--- config.mk ---
export PLATFORM = sky130hd
export DESIGN_NAME = round_controller
export DESIGN_NICKNAME = d
export VERILOG_FILES = /design/src/rtl/round_pkg.sv /design/src/rtl/rise_detect.sv /design/src/rtl/round_controller.sv
export SDC_FILE = /design/constraint.sdc
export NUM_CORES = 1
export LEC_CHECK = 0
export ABC_AREA = 1
export BUFFER_PORTS_ARGS = -buffer_cell sky130_fd_sc_hd__buf_2
export CAP_MARGIN = 0
export CORE_ASPECT_RATIO = 1.4
export CORE_UTILIZATION = 40
export CTS_CLUSTER_DIAMETER = 50
export DETAILED_ROUTE_END_ITERATION = 10
export SYNTH_ARGS = -nofsm -noshare
export SYNTH_HDL_FRONTEND = slang
export SYNTH_SLANG_ARGS = --single-unit
--- constraint.sdc ---
create_clock -name clk -period 2 [get_ports clk]
set_clock_uncertainty 0.05 [all_clocks]
set_input_delay 0 -clock clk [delete_from_list [all_inputs] [get_ports clk]]
set_output_delay 0 -clock clk [all_outputs]
set_load 0.1 [all_outputs]
--- src/rtl/round_pkg.sv ---
// Shared types and widths for the game-round sequencer.
package round_pkg;

  typedef enum logic [1:0] {
    IDLE    = 2'd0,
    PLAYING = 2'd1,
    WON     = 2'd2,
    LOST    = 2'd3
  } state_e;

  localparam int ROUND_W           = 8;
  localparam int LIVES_W           = 2;
  localparam int DEFAULT_MAX_ROUND = 100;
  localparam int DEFAULT_LIVES     = 3;

endpackage

--- src/rtl/rise_detect.sv ---
// One-bit rising-edge detector. The history register resets to 1 so a level
// already high when reset releases is not mistaken for a fresh press.
module rise_detect (
  input  logic clk,
  input  logic reset,
  input  logic d,
  output logic rise
);

  logic prev_q;

  always_ff @(posedge clk) begin
    if (reset) prev_q <= 1'b1;
    else       prev_q <= d;
  end

  assign rise = d & ~prev_q;

endmodule

--- src/rtl/round_controller.sv ---
// Game-round sequencer: owns the round number and lives count and reports
// the win/lose end states. All outputs are registered.
module round_controller
  import round_pkg::*;
#(
  parameter int MAX_ROUND = DEFAULT_MAX_ROUND,
  parameter int LIVES     = DEFAULT_LIVES
) (
  input  logic                 clk,
  input  logic                 reset,
  input  logic                 start_btn,
  input  logic                 round_pass,
  input  logic                 round_fail,
  output logic [ROUND_W-1:0]   round,
  output logic [LIVES_W-1:0]   lives,
  output logic                 playing,
  output logic                 game_won,
  output logic                 game_over,
  output logic                 new_round
);

  localparam logic [ROUND_W-1:0] MAX_ROUND_V = ROUND_W'(MAX_ROUND);
  localparam logic [LIVES_W-1:0] LIVES_V     = LIVES_W'(LIVES);

  logic start_ev, pass_ev, fail_ev;

  rise_detect u_start (.clk(clk), .reset(reset), .d(start_btn),  .rise(start_ev));
  rise_detect u_pass  (.clk(clk), .reset(reset), .d(round_pass), .rise(pass_ev));
  rise_detect u_fail  (.clk(clk), .reset(reset), .d(round_fail), .rise(fail_ev));

  state_e             state_q, state_d;
  logic [ROUND_W-1:0] round_q, round_d;
  logic [LIVES_W-1:0] lives_q, lives_d;
  logic               new_round_q, new_round_d;
  logic               playing_q, game_won_q, game_over_q;

  always_ff @(posedge clk) begin
    if (reset) begin
      state_q     <= IDLE;
      round_q     <= '0;
      lives_q     <= '0;
      new_round_q <= 1'b0;
      playing_q   <= 1'b0;
      game_won_q  <= 1'b0;
      game_over_q <= 1'b0;
    end else begin
      state_q     <= state_d;
      round_q     <= round_d;
      lives_q     <= lives_d;
      new_round_q <= new_round_d;
      playing_q   <= (state_d == PLAYING);
      game_won_q  <= (state_d == WON);
      game_over_q <= (state_d == LOST);
    end
  end

  always_comb begin
    state_d     = state_q;
    round_d     = round_q;
    lives_d     = lives_q;
    new_round_d = 1'b0;
    unique case (state_q)
      IDLE: begin
        round_d = '0;
        lives_d = '0;
        if (start_ev) begin
          state_d     = PLAYING;
          round_d     = ROUND_W'(1);
          lives_d     = LIVES_V;
          new_round_d = 1'b1;
        end
      end
      PLAYING: begin
        // A failure outranks a pass landing in the same cycle.
        if (fail_ev) begin
          if (lives_q > LIVES_W'(1)) begin
            lives_d     = lives_q - LIVES_W'(1);
            new_round_d = 1'b1;
          end else begin
            lives_d = '0;
            state_d = LOST;
          end
        end else if (pass_ev) begin
          if (round_q < MAX_ROUND_V) begin
            round_d     = round_q + ROUND_W'(1);
            new_round_d = 1'b1;
          end else begin
            state_d = WON;
          end
        end
      end
      WON, LOST: begin
        if (start_ev) begin
          state_d     = PLAYING;
          round_d     = ROUND_W'(1);
          lives_d     = LIVES_V;
          new_round_d = 1'b1;
        end
      end
      default: state_d = IDLE;
    endcase
  end

  assign round     = round_q;
  assign lives     = lives_q;
  assign playing   = playing_q;
  assign game_won  = game_won_q;
  assign game_over = game_over_q;
  assign new_round = new_round_q;

endmodule

==> reports/qor.yml <==
outcome:
  status: "completed"
pwr:
  vdd_drop_max_uv: 417
  leakage_nw: 0.563
  power_density_nw_per_um2: 659
detailed_routing:
  ant_nets: 0
  vias_per_cell: 5.01
  first_iter_violations: 14
  drc: 0
  routed_wl_mm: 1.97
  wl_per_cell_microns: 11.0
  dr.pass1.iters: 4
  vias: 897
synthesis:
  synth_area_leaders: "dfxtp_1 (42%), nand2_1 (13%), inv_1 (9.0%)"
  yosysTopAreaCellShare_pct: 41.6
  synth_flop_cell: "dfxtp_1"
  yosysTopAreaCell: "dfxtp_1"
  synth.most_common_cell: "nand2_1"
  async_reset_ff_share_pct: 0
  ys_seq_area_share_pct: 41.6
  synth_edf_count: 0
  syn_area_sq_um: 915
  synthesis.nets: 138
  yosys-top-cells-count: "nand2_1 (31), inv_1 (22), dfxtp_1 (19)"
  synth_cell_types: 24
  yosys_warnings: 0
  synth-seq-cells: 19
  syn_avg_cell_area_sq_um: 6.93
  syn_inst: 132
finish:
  areaGrowthSynthToFinish_pct: 19.8
  n_antenna_cell: 0
  fin_area_sq_um: 1100
  drive_gt1_share_pct: 22.3
  nFillCells: 237
  finish.utilization_pct: 50.3
  nets: 164
clock_tree:
  cts_buffer_depth: 2
  numCtsBuffers: 3
  cts_resized: 0
  path_clk_slew_ps: 110
  cts_tree: "yes"
  htreeDepth: 1
  cts-root-buf: "clkbuf_4"
  clk-insertion-delay-late_ps: 300
  post-cts-setup-buffers: 0
  clock_sinks: 19
critical_path:
  worst_ep_required_time_ps: 2160
  crit_top_cell: "nand2_2"
  critPathMaxStageDelay_ps: 420
  cp_max_fo: 7
  crit_arrival_ps: 1510
  critical-path-top-delay-family: "simple AND/OR/NAND/NOR gates"
  startpoint_type: "flop"
  cp-startpoint: "state_q[0]$_SDFF_PP0_"
  worstSetupPathType: "reg -> reg"
  r2r_cells: 7
  timing.rr.start: "state_q[0]$_SDFF_PP0_"
  r2r_end: "round[0]$_SDFFE_PP0P_"
  endpoint_kind: "flop"
  slowest_stage: "dfxtp_1"
  cp_cell_sequence: "inv_2 > nor2_4 > inv_4 > nand2_2 > nand2_2 > o21bai_1 > nor2_1"
  regToRegSetupSlack_ps: 650
  cp_num_buf_inv: 2
timing:
  slew-limit-headroom_pct: 67.9
  period_minus_slack_ps: 1350
  setup_viol: 0
  slew_viol_final: 0
  fin_crit_sh_pct: 67.3
  rsz0062_at_grt: "no"
  setup_tns_ps: 0
  fmaxAchievable_mhz: 743
  worst_slew_pin_slew_ps: 485
  hold_viol: 0
floorplanning:
  coreArea_sq_um: 2180
  chipWidth_microns: 42.4
  die_h_microns: 58.6
  ioPinCount: 19
  placementRows: 20
  die-area_sq_um: 2480
  start_util_pct: 42.0
global_route:
  antenna_found_initial: 0
  grt_pass1_vias: 864
  grt_pass1_wl_mm: 3.53
  grt_max_degree: 12
  grt-ovfl-total: 0
  grtUsageTotal_pct: 18.5
worst_hold_path:
  min_from: "round_pass"
  whs_endpoint: "u_pass.prev_q$_SDFF_PP1_"
  hp-class: "in -> reg"
  hold_depth: 3
placed_design:
  place_congestion: 0.854
  portBuffers: 18
  dp_hpwl_mm: 1.55
  placed_cell_area_sq_um: 1030
run:
  maxCapViolations: 0
[routing by layer]
layer	global-route usage [%]	vias up	wire, microns
li1	-	462	-
met1	20.8	407	824
met2	33.4	19	1020
met3	1.84	9	51
met4	11.2	0	75
met5	0	-	0
[registers in the layout, indices dropped and copies added (netlist names)]
name,flops
u_fail.prev_q,1
u_pass.prev_q,1
game_over,1
u_start.prev_q,1
game_won,1
lives,2
state_q,2
playing,1
new_round,1
round,8
[stage by stage]
step	worst slack (ps)	cells	hold slack, ps	power [mW]
final	654	179	382	0.722
after global placement	679	171	151	0.530
after global routing	530	179	410	0.759
after floorplan	144	132	46.4	0.507
after CTS	653	179	381	0.737
after detailed placement	674	171	155	0.531
[worst reg2reg max path, cell delays in order, from the launching register on]
cell and delay [ps]:
dfxtp_1 420, inv_2 70, nor2_4 170, inv_4 80
nand2_2 120, nand2_2 130, o21bai_1 160, nor2_1 50
[final cells by class]
type                    instances  area, sq um  share of cell area (%)
multi-input cells              88          438                    40.0
flip-flops and latches         19          380                    34.7
repair buffers                 22          130                    11.9
inverters                      24         92.6                    8.45
well taps                      22         27.5                    2.51
clock buffers                   3         22.5                    2.05
clock inverters                 1         5.00                   0.457
[placed cells by master, fill, tap and decap left out, types with 2 or more instances in the layout]
master	Yosys	routed
dfxtp_1	19	19
nand3_1	6	6
nand2_1	31	31
a21oi_2	3	3
a31oi_1	2	2
or2_2	2	2
inv_1	22	22
dlygate4sd3_1	0	4
nor2_1	17	17
buf_2	0	18
nor3_1	3	3
clkbuf_4	0	3
nand2_2	3	3
o21ai_0	6	6
a21oi_1	6	6
[what timing repair did]
item,CTS,global route
setup endpoints to repair,0,0
hold buffers,4,0
hold endpoints to repair,9,0
[worst max path at each step]
stage	to	slack (ps)	cells after the start
after floorplan	round[6]$_SDFFE_PP0P_	140	5
after global placement	round[4]$_SDFFE_PP0P_	680	9
after detailed placement	round[0]$_SDFFE_PP0P_	670	7
after CTS	round[4]$_SDFFE_PP0P_	650	9
after global routing	round[0]$_SDFFE_PP0P_	530	7
final	round[0]$_SDFFE_PP0P_	650	7
[power breakdown]
group          leakage, nW  internal (mW)  switching, mW  total, mW
Clock               0.0177         0.0746          0.120      0.195
Combinational        0.390         0.0310         0.0972      0.128
Sequential           0.155          0.390        0.00895      0.399
[kinds of logic (layout without fill, tap and decap cells)]
group           after synthesis  count (layout)  synth area share [%]
compound gates               20              20                  13.4
flops                        19              19                  41.6
xor+xnor                      1               1                 0.958
simple gates                 66              66                  32.1
fa+ha+maj                     1               1                  1.37
buf+inv                      25              50                  10.5
(Power assumes the default switching activity.)
